==> src/rtl/bbox_scan.sv <==
// Pipelined bounding-box scanner for bottom-up BMP pixel data in byte-wide memory.
// Optional feature: define BBOX_PIXEL_COUNT_EN to add the pixel_count output.
module bbox_scan #(
    parameter int WIDTH      = 100,
    parameter int HEIGHT     = 100,
    parameter int CHANNELS   = 3,
    parameter int ADDR_W     = 32,
    parameter int RD_LATENCY = 1
) (
    input  logic              clk,
    input  logic              rst,
    input  logic              start,
    input  logic [ADDR_W-1:0] base_addr,
    input  logic [7:0]        threshold,
    output logic [ADDR_W-1:0] addr,
    output logic              rd_en,
    input  logic [7:0]        rddata,
    output logic              busy,
    output logic              done,
    output logic              empty,
    output logic [15:0]       xMin,
    output logic [15:0]       xMax,
    output logic [15:0]       yMin,
    output logic [15:0]       yMax
`ifdef BBOX_PIXEL_COUNT_EN
    ,
    output logic [31:0]       pixel_count
`endif
);

    localparam longint N_TOTAL   = longint'(WIDTH) * longint'(HEIGHT) * longint'(CHANNELS);
    localparam int     ROW_BYTES = WIDTH * CHANNELS;
    localparam int     STRIDE    = ((ROW_BYTES + 3) / 4) * 4;

    localparam logic [ADDR_W-1:0] FIRST_OFF = ADDR_W'(longint'(HEIGHT - 1) * longint'(STRIDE));
    // Step from the last byte of a row back to the first byte of the row above it in the image.
    localparam logic [ADDR_W-1:0] ROW_BACK  = ADDR_W'(STRIDE + ROW_BYTES - 1);
    localparam logic [15:0]       X_LAST    = 16'(WIDTH - 1);
    localparam logic [15:0]       Y_LAST    = 16'(HEIGHT - 1);
    localparam logic [1:0]        C_LAST    = 2'(CHANNELS - 1);

    generate
        if (WIDTH < 1 || WIDTH > 65535 || HEIGHT < 1 || HEIGHT > 65535 ||
            CHANNELS < 1 || CHANNELS > 4 || RD_LATENCY < 1 || RD_LATENCY > 8 ||
            ADDR_W < 1 || ADDR_W > 64) begin : g_bad_param
            $error("bbox_scan: parameter out of range");
        end
        if (N_TOTAL >= 64'sh1_0000_0000) begin : g_too_big
            $error("bbox_scan: WIDTH*HEIGHT*CHANNELS must be below 2^32");
        end
    endgenerate

    typedef enum logic [1:0] {
        S_IDLE  = 2'd0,
        S_ISSUE = 2'd1,
        S_DRAIN = 2'd2,
        S_DONE  = 2'd3
    } state_t;

    typedef struct packed {
        logic        valid;
        logic [15:0] x;
        logic [15:0] y;
        logic        last_chan;
        logic        last_all;
    } tag_t;

    state_t            state_q, state_d;
    logic [ADDR_W-1:0] addr_q, addr_d;
    logic              rd_en_q, rd_en_d;
    logic              busy_q, busy_d;
    logic              done_q, done_d;
    logic              empty_q, empty_d;
    logic [15:0]       x_q, x_d, y_q, y_d;
    logic [1:0]        c_q, c_d;
    logic [7:0]        thr_q, thr_d;
    tag_t              pipe_q [RD_LATENCY];
    tag_t              pipe_d [RD_LATENCY];
    logic              pix_dark_q, pix_dark_d;
    logic              found_q, found_d;
    logic              fin_q, fin_d;
    logic [15:0]       run_x0_q, run_x0_d, run_x1_q, run_x1_d;
    logic [15:0]       run_y0_q, run_y0_d, run_y1_q, run_y1_d;
    logic [15:0]       x_min_q, x_min_d, x_max_q, x_max_d;
    logic [15:0]       y_min_q, y_min_d, y_max_q, y_max_d;
`ifdef BBOX_PIXEL_COUNT_EN
    logic [31:0]       run_cnt_q, run_cnt_d, cnt_q, cnt_d;
`endif

    tag_t ret_s;
    logic last_issue_s;
    logic px_dark_s;
    logic upd_s;

    // Next-state logic: issue-side address walk, tagged return aggregation and scan control.
    always_comb begin
        state_d    = state_q;
        addr_d     = addr_q;
        rd_en_d    = rd_en_q;
        busy_d     = busy_q;
        done_d     = done_q;
        empty_d    = empty_q;
        x_d        = x_q;
        y_d        = y_q;
        c_d        = c_q;
        thr_d      = thr_q;
        x_min_d    = x_min_q;
        x_max_d    = x_max_q;
        y_min_d    = y_min_q;
        y_max_d    = y_max_q;

        last_issue_s = (c_q == C_LAST) && (x_q == X_LAST) && (y_q == Y_LAST);
        pipe_d[0] = '{valid: rd_en_q, x: x_q, y: y_q,
                      last_chan: (c_q == C_LAST), last_all: last_issue_s};
        for (int i = 1; i < RD_LATENCY; i++) begin
            pipe_d[i] = pipe_q[i-1];
        end

        // The oldest tag lines up with the byte memory is returning this cycle.
        ret_s     = pipe_q[RD_LATENCY-1];
        px_dark_s = pix_dark_q | (rddata < thr_q);
        upd_s     = ret_s.valid & ret_s.last_chan & px_dark_s;

        pix_dark_d = ret_s.valid ? (px_dark_s & ~ret_s.last_chan) : pix_dark_q;
        found_d    = found_q | upd_s;
        fin_d      = fin_q | (ret_s.valid & ret_s.last_all);
        run_x0_d   = (upd_s && (!found_q || ret_s.x < run_x0_q)) ? ret_s.x : run_x0_q;
        run_x1_d   = (upd_s && (!found_q || ret_s.x > run_x1_q)) ? ret_s.x : run_x1_q;
        run_y0_d   = (upd_s && (!found_q || ret_s.y < run_y0_q)) ? ret_s.y : run_y0_q;
        run_y1_d   = (upd_s && (!found_q || ret_s.y > run_y1_q)) ? ret_s.y : run_y1_q;
`ifdef BBOX_PIXEL_COUNT_EN
        run_cnt_d  = upd_s ? run_cnt_q + 32'd1 : run_cnt_q;
        cnt_d      = cnt_q;
`endif

        case (state_q)
            S_IDLE, S_DONE: begin
                if (start) begin
                    state_d    = S_ISSUE;
                    busy_d     = 1'b1;
                    done_d     = 1'b0;
                    rd_en_d    = 1'b1;
                    addr_d     = base_addr + FIRST_OFF;
                    x_d        = 16'd0;
                    y_d        = 16'd0;
                    c_d        = 2'd0;
                    thr_d      = threshold;
                    pix_dark_d = 1'b0;
                    found_d    = 1'b0;
                    fin_d      = 1'b0;
                    run_x0_d   = 16'd0;
                    run_x1_d   = 16'd0;
                    run_y0_d   = 16'd0;
                    run_y1_d   = 16'd0;
`ifdef BBOX_PIXEL_COUNT_EN
                    run_cnt_d  = 32'd0;
`endif
                end else begin
                    state_d = state_q;
                end
            end
            S_ISSUE: begin
                if (last_issue_s) begin
                    rd_en_d = 1'b0;
                    state_d = S_DRAIN;
                end else if (c_q != C_LAST) begin
                    c_d    = c_q + 2'd1;
                    addr_d = addr_q + {{(ADDR_W-1){1'b0}}, 1'b1};
                end else if (x_q != X_LAST) begin
                    c_d    = 2'd0;
                    x_d    = x_q + 16'd1;
                    addr_d = addr_q + {{(ADDR_W-1){1'b0}}, 1'b1};
                end else begin
                    c_d    = 2'd0;
                    x_d    = 16'd0;
                    y_d    = y_q + 16'd1;
                    addr_d = addr_q - ROW_BACK;
                end
            end
            S_DRAIN: begin
                if (fin_q) begin
                    state_d = S_DONE;
                    busy_d  = 1'b0;
                    done_d  = 1'b1;
                    fin_d   = 1'b0;
                    empty_d = ~found_q;
                    x_min_d = found_q ? run_x0_q : 16'd0;
                    x_max_d = found_q ? run_x1_q : 16'd0;
                    y_min_d = found_q ? run_y0_q : 16'd0;
                    y_max_d = found_q ? run_y1_q : 16'd0;
`ifdef BBOX_PIXEL_COUNT_EN
                    cnt_d   = found_q ? run_cnt_q : 32'd0;
`endif
                end else begin
                    state_d = S_DRAIN;
                end
            end
            default: begin
                state_d = S_IDLE;
            end
        endcase
    end

    // State, outputs and the tag delay line; rst discards everything in flight.
    always_ff @(posedge clk or posedge rst) begin
        if (rst) begin
            state_q    <= S_IDLE;
            addr_q     <= '0;
            rd_en_q    <= 1'b0;
            busy_q     <= 1'b0;
            done_q     <= 1'b0;
            empty_q    <= 1'b0;
            x_q        <= 16'd0;
            y_q        <= 16'd0;
            c_q        <= 2'd0;
            thr_q      <= 8'd0;
            for (int i = 0; i < RD_LATENCY; i++) begin
                pipe_q[i] <= '0;
            end
            pix_dark_q <= 1'b0;
            found_q    <= 1'b0;
            fin_q      <= 1'b0;
            run_x0_q   <= 16'd0;
            run_x1_q   <= 16'd0;
            run_y0_q   <= 16'd0;
            run_y1_q   <= 16'd0;
            x_min_q    <= 16'd0;
            x_max_q    <= 16'd0;
            y_min_q    <= 16'd0;
            y_max_q    <= 16'd0;
`ifdef BBOX_PIXEL_COUNT_EN
            run_cnt_q  <= 32'd0;
            cnt_q      <= 32'd0;
`endif
        end else begin
            state_q    <= state_d;
            addr_q     <= addr_d;
            rd_en_q    <= rd_en_d;
            busy_q     <= busy_d;
            done_q     <= done_d;
            empty_q    <= empty_d;
            x_q        <= x_d;
            y_q        <= y_d;
            c_q        <= c_d;
            thr_q      <= thr_d;
            for (int i = 0; i < RD_LATENCY; i++) begin
                pipe_q[i] <= pipe_d[i];
            end
            pix_dark_q <= pix_dark_d;
            found_q    <= found_d;
            fin_q      <= fin_d;
            run_x0_q   <= run_x0_d;
            run_x1_q   <= run_x1_d;
            run_y0_q   <= run_y0_d;
            run_y1_q   <= run_y1_d;
            x_min_q    <= x_min_d;
            x_max_q    <= x_max_d;
            y_min_q    <= y_min_d;
            y_max_q    <= y_max_d;
`ifdef BBOX_PIXEL_COUNT_EN
            run_cnt_q  <= run_cnt_d;
            cnt_q      <= cnt_d;
`endif
        end
    end

    assign addr  = addr_q;
    assign rd_en = rd_en_q;
    assign busy  = busy_q;
    assign done  = done_q;
    assign empty = empty_q;
    assign xMin  = x_min_q;
    assign xMax  = x_max_q;
    assign yMin  = y_min_q;
    assign yMax  = y_max_q;
`ifdef BBOX_PIXEL_COUNT_EN
    assign pixel_count = cnt_q;
`endif

endmodule

==> config.mk <==
export PLATFORM = sky130hd
export DESIGN_NAME = bbox_scan
export DESIGN_NICKNAME = d
export VERILOG_FILES = /design/src/rtl/bbox_scan.sv
export SDC_FILE = /design/constraint.sdc
export NUM_CORES = 1
export LEC_CHECK = 0
export BUFFER_PORTS_ARGS = -buffer_cell sky130_fd_sc_hd__buf_2
export CAP_MARGIN = 25
export CORE_ASPECT_RATIO = 2
export CORE_MARGIN = 2
export CORE_UTILIZATION = 60
export DETAILED_ROUTE_END_ITERATION = 6
export PLACE_DENSITY = 0.77
export SYNTH_ARGS = -nofsm -noshare
export SYNTH_HDL_FRONTEND = slang
export SYNTH_SLANG_ARGS = --single-unit
==> constraint.sdc <==
create_clock -name clk -period 17.6 [get_ports clk]
set_input_delay 0.88 -clock clk [delete_from_list [all_inputs] [get_ports clk]]
set_output_delay 0.88 -clock clk [all_outputs]
set_load 0.05 [all_outputs]
==> impl_results.rst, run 1 <==
.. list-table::
   :header-rows: 1

   * - Metric
     - Value
   * - Vertical extent of the die
     - 217.2 µm
   * - Transition time at the pin with the least slew margin
     - 0.9891 ns
   * - Critical Path AT
     - 3.98 ns
   * - Layout Cell Area excl Fill
     - roughly 0.015 mm²
   * - Number of nets produced by synthesis
     - 1,648
   * - Warnings, synthesis
     - 0
   * - Layout fillers
     - between 1,500 and 2,000
   * - Final max-slew violation count
     - 0
   * - Global-route congestion overflow total
     - 0
   * - Post-CTS setup buffer count
     - 0
   * - Initial core utilization
     - 0.6047
   * - Top flip-flop cell by instance count after synthesis
     - dfrtp_1
   * - Worst skew pair latency
     - about 0.53 ns
   * - Worst relative slew slack
     - 0.3406
   * - Maximum ir drop on the vdd rail
     - ~0.14 mV
   * - Unrepaired setup endpoints after global routing
     - no
   * - Final cell count without fillers
     - 1,935
   * - CTS tree
     - yes
   * - Final Power
     - between 2 and 2.5 mW
   * - Slowest Stage Delay on Critical Path
     - 1.04 ns
   * - Fraction of final layout cells with drive strength greater than 1
     - 0.1456
   * - Largest net degree at the start of global routing
     - 95
   * - Number of port buffers
     - 150
   * - Width of the die
     - 110.6 µm
   * - Final wirelength
     - 34,570 µm
   * - Largest driver fanout on the critical path
     - 18
   * - CTS clock-pin slew for the worst setup and hold paths
     - 0.07 ns
   * - Aggregate global-route resource usage
     - 0.2830
   * - Count of unique library cells instantiated by Yosys
     - 75
   * - Commonest cells in the netlist
     - dfrtp_1, nand2_1, o21ai_0, nor2_1, inv_1
   * - Leak pwr
     - 6.975 nW
   * - Required @ worst endpoint
     - 18.01 ns
   * - Routed Antenna Nets
     - 0
   * - Hpwl dp
     - 24,190 µm
   * - Crit start category
     - register
   * - First-pass GRT wire length
     - 56,440 µm
   * - Critical path buffer and inverter count
     - 0
   * - CP most frequent cell
     - nor2_1
   * - Maximum clock skew at final layout
     - 0.01059 ns
   * - Number of DRC violations after detailed routing
     - 0
   * - Initial DRT Pass Iterations
     - 7
   * - Cell with the most instances after synthesis
     - dfrtp_1
   * - Max clock buf depth
     - 3
   * - Total count of hold-check failures in the final report
     - 0
   * - Clock period minus worst slack
     - ~3.6 ns
   * - Power density over the cells
     - 133.2 mW/mm²
   * - Endpoint type of the worst setup path
     - register
   * - Layout Area Growth over Synthesis
     - 13.43%
   * - Post-route worst setup slack
     - about 14 ns
   * - Netlist area before placement
     - 0.01363 mm²
   * - Vias in the first global route
     - 11,550
   * - Area of placed instances
     - about 0.015 mm²
   * - Dominant delay contributor by cell family on the critical path
     - simple AND/OR/NAND/NOR gates
   * - Clock buffer count from CTS
     - 22
   * - Setup Viol. Count Final
     - 0
   * - Total of hold buffers inserted after clock tree synthesis
     - 0
   * - Area leader, netlist
     - dfrtp_1
   * - Cells taking the most area after synthesis
     - dfrtp_1, ha_1, nand2_1
   * - Via/cell ratio
     - ~6.1
   * - Cell total after placement
     - around 1,900
   * - Run status
     - finished, final reports clean
   * - Max frequency
     - 280.4 MHz
   * - Syn avg cell area
     - between 8 and 9 µm²
   * - Placeable core area
     - between 0.02 and 0.025 mm²
   * - Cells resized by post-CTS repair
     - 0
   * - Setup CP Type
     - register to register
   * - Max H-tree Level
     - 1
   * - Cells after synthesis
     - 1,522
   * - Antenna violations before repair
     - 0
   * - Clock Root Buffer
     - clkbuf_16
   * - Die Area
     - 0.02401 mm²
   * - CTS Sinks
     - 246
   * - Portion of synthesized cell area occupied by the leading cell type
     - 0.4516
   * - Proportion of synthesized chip area in sequential cells
     - 0.4516
   * - Async SR Flop Fraction
     - 1.000
   * - Standard cell with the maximum stage delay on the critical path
     - o21ai_2
   * - Antenna diode count
     - 0
   * - Final total negative setup slack
     - 0 ns
   * - Gpl congestion
     - about 0.93
   * - Dpl ws
     - 14.05 ns
   * - Cells traversed along the worst timing path
     - ha_1 > nor4bb_1 > nand4_1 > o21ai_2 > nand2_1 > nor2_1 > xnor2_1 > nor2_1
   * - Number of synthesized register bits
     - 246
   * - Number of enable-type register cells in the synthesized netlist
     - 0
   * - Share of the cycle needed by the critical path after routing
     - 0.2027
   * - First DRT Iteration DRCs
     - 804
   * - Routed len/inst
     - 17.87 µm
   * - Total number of vias
     - 11,750
   * - Cell row count
     - 78
   * - Max capacitance violation total
     - 0
   * - Tightest Hold Check Type
     - register to register
   * - I/O pin count
     - 151
   * - Net count, final
     - 1,765
metrics by stage:
step | util | hold WS [ns]
after floorplan | - | 0.3519
after global placement | 0.6491 | 0.4062
after detailed placement | 0.6503 | 0.4202
after CTS | 0.6846 | 0.4355
after global routing | 0.6859 | 0.4460
final | 0.6859 | 0.4396
where the power goes:
part           switching [mW]  internal (mW)  leakage, nW  total [mW]
logic                   0.567          0.236         3.27       0.802
registers               0.110          0.629         3.33       0.740
clock network           0.223          0.294        0.374       0.517
total                   0.900           1.16         6.98        2.06
sequential cells by signal, indices dropped and copies added (netlist names), 8 cells and up:
signal	count
pipe_q	35
addr	32
run_x0_q	16
run_x1_q	16
run_y0_q	16
run_y1_q	16
xMax	16
xMin	16
x_q	16
yMax	16
yMin	16
y_q	16
thr_q	8
final cells by class:
class	instances	area (µm²)	area share
inverters	92	352.8	0.02282
clock buffers	26	606.8	0.03925
clock inverters	14	167.7	0.01084
well taps	280	350.3	0.02266
flip-flops and latches	246	6157	0.3982
multi-input cells	1108	6894	0.4459
repair buffers	169	933.4	0.06037
final timing paths:
kind	from	depth (start not counted)	endpoint	slack, ns
setup / recovery	x_q[0]	8	y_q[3]	14.03
hold / removal	y_q[15]	0	pipe_q[17]	0.44
setup reg to reg	x_q[0]	8	y_q[3]	14.03
hold reg to reg	y_q[15]	0	pipe_q[17]	0.44
max in group asynchronous	rst	5	found_q	15.20
min in group asynchronous	rst	2	addr[4]	0.47
worst register-to-register path: stages (launching register included):
cell and delay (ns):
dfrtp_1 0.43, ha_1 0.27, nor4bb_1 0.35, nand4_1 0.74
o21ai_2 1.05, nand2_1 0.24, nor2_1 0.18, xnor2_1 0.14
nor2_1 0.05
layout by cell type, fill, tap and decap left out, types with 16 or more instances in the layout:
cell type,Yosys,routed
a21oi_1,76,76
nand4_1,28,28
buf_2,4,150
nand3_1,48,48
a21o_1,16,16
and3_1,24,24
mux2i_1,69,69
clkbuf_16,0,23
inv_1,92,91
buf_4,0,17
o21ai_0,146,146
nor2_1,133,133
nand2_1,228,227
ha_1,75,74
nor3_1,26,26
dfrtp_1,246,245
xor2_1,24,24
xnor2_1,21,21
metal layers:
| layer | track usage | vias to the layer above | wire (µm) |
|---|---|---|---|
| li1 | - | 5586 | - |
| met1 | 0.3161 | 5576 | 12760 |
| met2 | 0.5141 | 463 | 18130 |
| met3 | 0.03509 | 123 | 1803 |
| met4 | 0.1658 | 0 | 1874 |
| met5 | 0 | - | 0 |
logic make-up (layout without fill, tap and decap cells):
| logic type | Yosys count | in the layout | synth area share |
|---|---|---|---|
| flops | 246 | 246 | 0.4516 |
| mux | 75 | 75 | 0.05562 |
| simple gates | 574 | 574 | 0.1987 |
| compound gates | 338 | 338 | 0.1484 |
| xor+xnor | 45 | 45 | 0.02891 |
| fa+ha+maj | 76 | 76 | 0.06957 |
| buf+inv | 168 | 301 | 0.04718 |
(Power assumes the default switching activity.)
==> inputs of run 2 (changes only) <==
- CORE_UTILIZATION: 60 -> 54
- PLACE_DENSITY: 0.77 -> 0.73
- clock period: 17.6 -> 3.2 ns (I/O delays scaled with it)
==> run 2 against run 1 <==
Net effect: clock power increased to 5.9 times the previous value; maximum frequency is 25% higher; first-iteration DRC count decreased by 9.3%; wire length increased by 1.9%; largest power group unchanged; sequential power increased to 5.3 times the previous value; die area rose by 11%; critical endpoint is now addr[26]; register-to-register slack got worse by 14 ns; cell area grew 3.2%; cell count up 5.1%.
==> impl_results.rst, run 2 (synthesis gave the netlist of run 1 again) <==
.. list-table::
   :header-rows: 1

   * - Metric
     - Value
   * - Routed Antenna Nets
     - 0 (unchanged)
   * - Critical Path AT
     - 3.26 ns (-0.72 ns)
   * - Max FFs per register
     - 35 (unchanged)
   * - First DRT Iteration DRCs
     - 729 (-9.3%)
   * - Die Area
     - 0.02661 mm² (+11%)
   * - Antenna diode count
     - 0 (unchanged)
   * - Most flops, register
     - pipe_q
   * - Final wirelength
     - 35,220 µm (+1.9%)
   * - Final cell count without fillers
     - 2,034 (+5.1%)
   * - Total of hold buffers inserted after clock tree synthesis
     - 15 (+15)
   * - Largest net degree at the start of global routing
     - 163 (+72%)
   * - Maximum ir drop on the vdd rail
     - 0.6746 mV (+400%)
   * - Setup CP Type
     - register to register
   * - Routed len/inst
     - 17.32 µm (-3.1%)
   * - Fraction of final layout cells with drive strength greater than 1
     - 0.1567 (+0.01104)
   * - Maximum clock skew at final layout
     - 0.01649 ns (+0.005899 ns)
   * - Max frequency
     - 349.6 MHz (+25%)
   * - Layout Cell Area excl Fill
     - 0.01595 mm² (+3.2%)
   * - Clock buffer count from CTS
     - 23 (+4.5%)
   * - Leading cell type in the layout, fill and taps excluded
     - dfrtp_1
   * - Via/cell ratio
     - 5.817 (-4.2%)
   * - Largest driver fanout on the critical path
     - 8 (-10)
   * - Initial core utilization
     - 0.5468 (-0.05790)
   * - Unrepaired setup endpoints after global routing
     - no
   * - Initial DRT Pass Iterations
     - 6 (-1)
   * - Clock Root Buffer
     - clkbuf_16
   * - Post-CTS setup buffer count
     - 0 (unchanged)
   * - R2R setup slack
     - 0.34 ns (-13.69 ns)
   * - CTS tree
     - yes
   * - Layout Area Growth over Synthesis
     - 17.03%
   * - CTS Sinks
     - 246 (unchanged)
   * - Clock period minus worst slack
     - 2.861 ns (-0.7060 ns)
   * - Final core utilization
     - 0.6399 (-0.04600)
   * - Cells resized by post-CTS repair
     - 0 (unchanged)
   * - Total number of vias
     - 11,830 (+0.71%)
   * - Total count of hold-check failures in the final report
     - 0 (unchanged)
   * - Number of DRC violations after detailed routing
     - 0 (unchanged)
   * - Placeable core area
     - 0.02493 mm² (+11%)
   * - Worst relative slew slack
     - 0.3874 (+0.04683)
   * - CTS clock-pin slew for the worst setup and hold paths
     - 0.07 ns (about the same)
   * - Max clock buf depth
     - 3 (unchanged)
   * - Layout fillers
     - 2,150 (+17%)
   * - Highest-count cells in the layout ignoring fill and taps
     - dfrtp_1, nand2_1, buf_2
   * - Cell row count
     - 82 (+5.1%)
   * - Power density over the cells
     - 735.8 mW/mm² (+450%)
   * - Number of cells on the worst reg-to-reg path
     - 7 (-1)
   * - Transition time at the pin with the least slew margin
     - 0.9148 ns (-0.07427 ns)
   * - Min-Delay Path Depth
     - 4 (+4)
   * - First-pass GRT wire length
     - 58,820 µm (+4.2%)
   * - Run status
     - finished, final reports clean
   * - Final max-slew violation count
     - 0 (unchanged)
   * - Max H-tree Level
     - 1 (unchanged)
   * - Gpl congestion
     - 0.9546 (+2.7%)
   * - Crit start category
     - register
   * - Tightest Hold Check Type
     - input port to register
   * - I/O pin count
     - 151 (unchanged)
   * - Cell total after placement
     - 1,978 (+4.4%)
   * - Required @ worst endpoint
     - 3.60 ns (-14.41 ns)
   * - Global-route congestion overflow total
     - 0 (unchanged)
   * - Area of placed instances
     - 0.01498 mm² (+2.2%)
   * - Vertical extent of the die
     - 228.7 µm (+5.3%)
   * - Antenna violations before repair
     - 0 (unchanged)
   * - Setup Viol. Count Final
     - 0 (unchanged)
   * - Final Power
     - 11.74 mW (+470%)
   * - Share of the cycle needed by the critical path after routing
     - 0.8940 (+0.6913)
   * - Number of port buffers
     - 150 (unchanged)
   * - Worst skew pair latency
     - 0.52 ns (about the same)
   * - Net count, final
     - 1,808 (+2.4%)
   * - Vias in the first global route
     - 11,850 (+2.6%)
   * - Aggregate global-route resource usage
     - 0.2737 (-0.009360)
   * - Width of the die
     - 116.3 µm (+5.2%)
   * - Hpwl dp
     - 25,340 µm (+4.8%)
   * - Endpoint type of the worst setup path
     - register
   * - Leak pwr
     - 7.192 nW (+3.1%)
   * - Max capacitance violation total
     - 0 (unchanged)
[run 2: cell types whose count changed in the layout (fill, tap and decap cells not counted), moves of 3 or more]
cell	before	now
buf_4	17	41
dlygate4sd3_1	0	15
buf_12	0	5
clkinv_4	4	0
clkinv_2	4	1
inv_6	0	4
[run 2: power breakdown]
part	total [mW]	internal [mW]	switching (mW)	leakage (nW)
Clock	3.03	1.79	1.24	0.394
Sequential	3.95	3.46	0.488	3.33
Combinational	4.76	1.48	3.28	3.47
Total	11.7	6.73	5.00	7.19
[run 2: worst paths after layout]
path	from	end
setup / recovery	addr[12]	addr[26]
hold / removal	base_addr[17]	addr[17]
setup reg to reg	addr[12]	addr[26]
hold reg to reg	y_q[15]	pipe_q[17]
max in group asynchronous	rst	run_x0_q[8]
min in group asynchronous	rst	addr[6]
[run 2: layer usage]
layer,wire (µm),vias to the layer above,global-route usage
met3,1378,132,0.02758
li1,-,5653,-
met5,0,-,0
met2,18500,348,0.4891
met4,2108,0,0.1514
met1,13240,5698,0.3105
[run 2: layout make-up]
type	instances	area, µm²	area share
Multi-Input combinational cell	1108	6890	0.4319
Sequential cell	246	6157	0.3860
Timing Repair Buffer	211	1309	0.08204
Clock buffer	28	614.3	0.03851
Tap cell	336	420.4	0.02635
Inverter	92	349.1	0.02188
Clock inverter	13	212.7	0.01333
[run 2: per-stage QoR]
step	hold slack [ns]	setup TNS [ns]	setup slack, ns
floorplan	0.2768	-47.17	-0.1918
global placement	0.06863	0	0.3609
detailed placement	0.07154	0	0.3494
CTS	0.0008103	0	0.3435
global route	0.03242	0	0.2315
finish	0.02272	0	0.3392
[run 2: critical path: stages, from the launching register on]
cell	delay, ns
dfrtp_1	0.44
or4_4	0.53
or4b_4	0.58
or3_4	0.38
or2_4	0.26
o31a_1	0.29
a21oi_1	0.17
o22ai_2	0.09
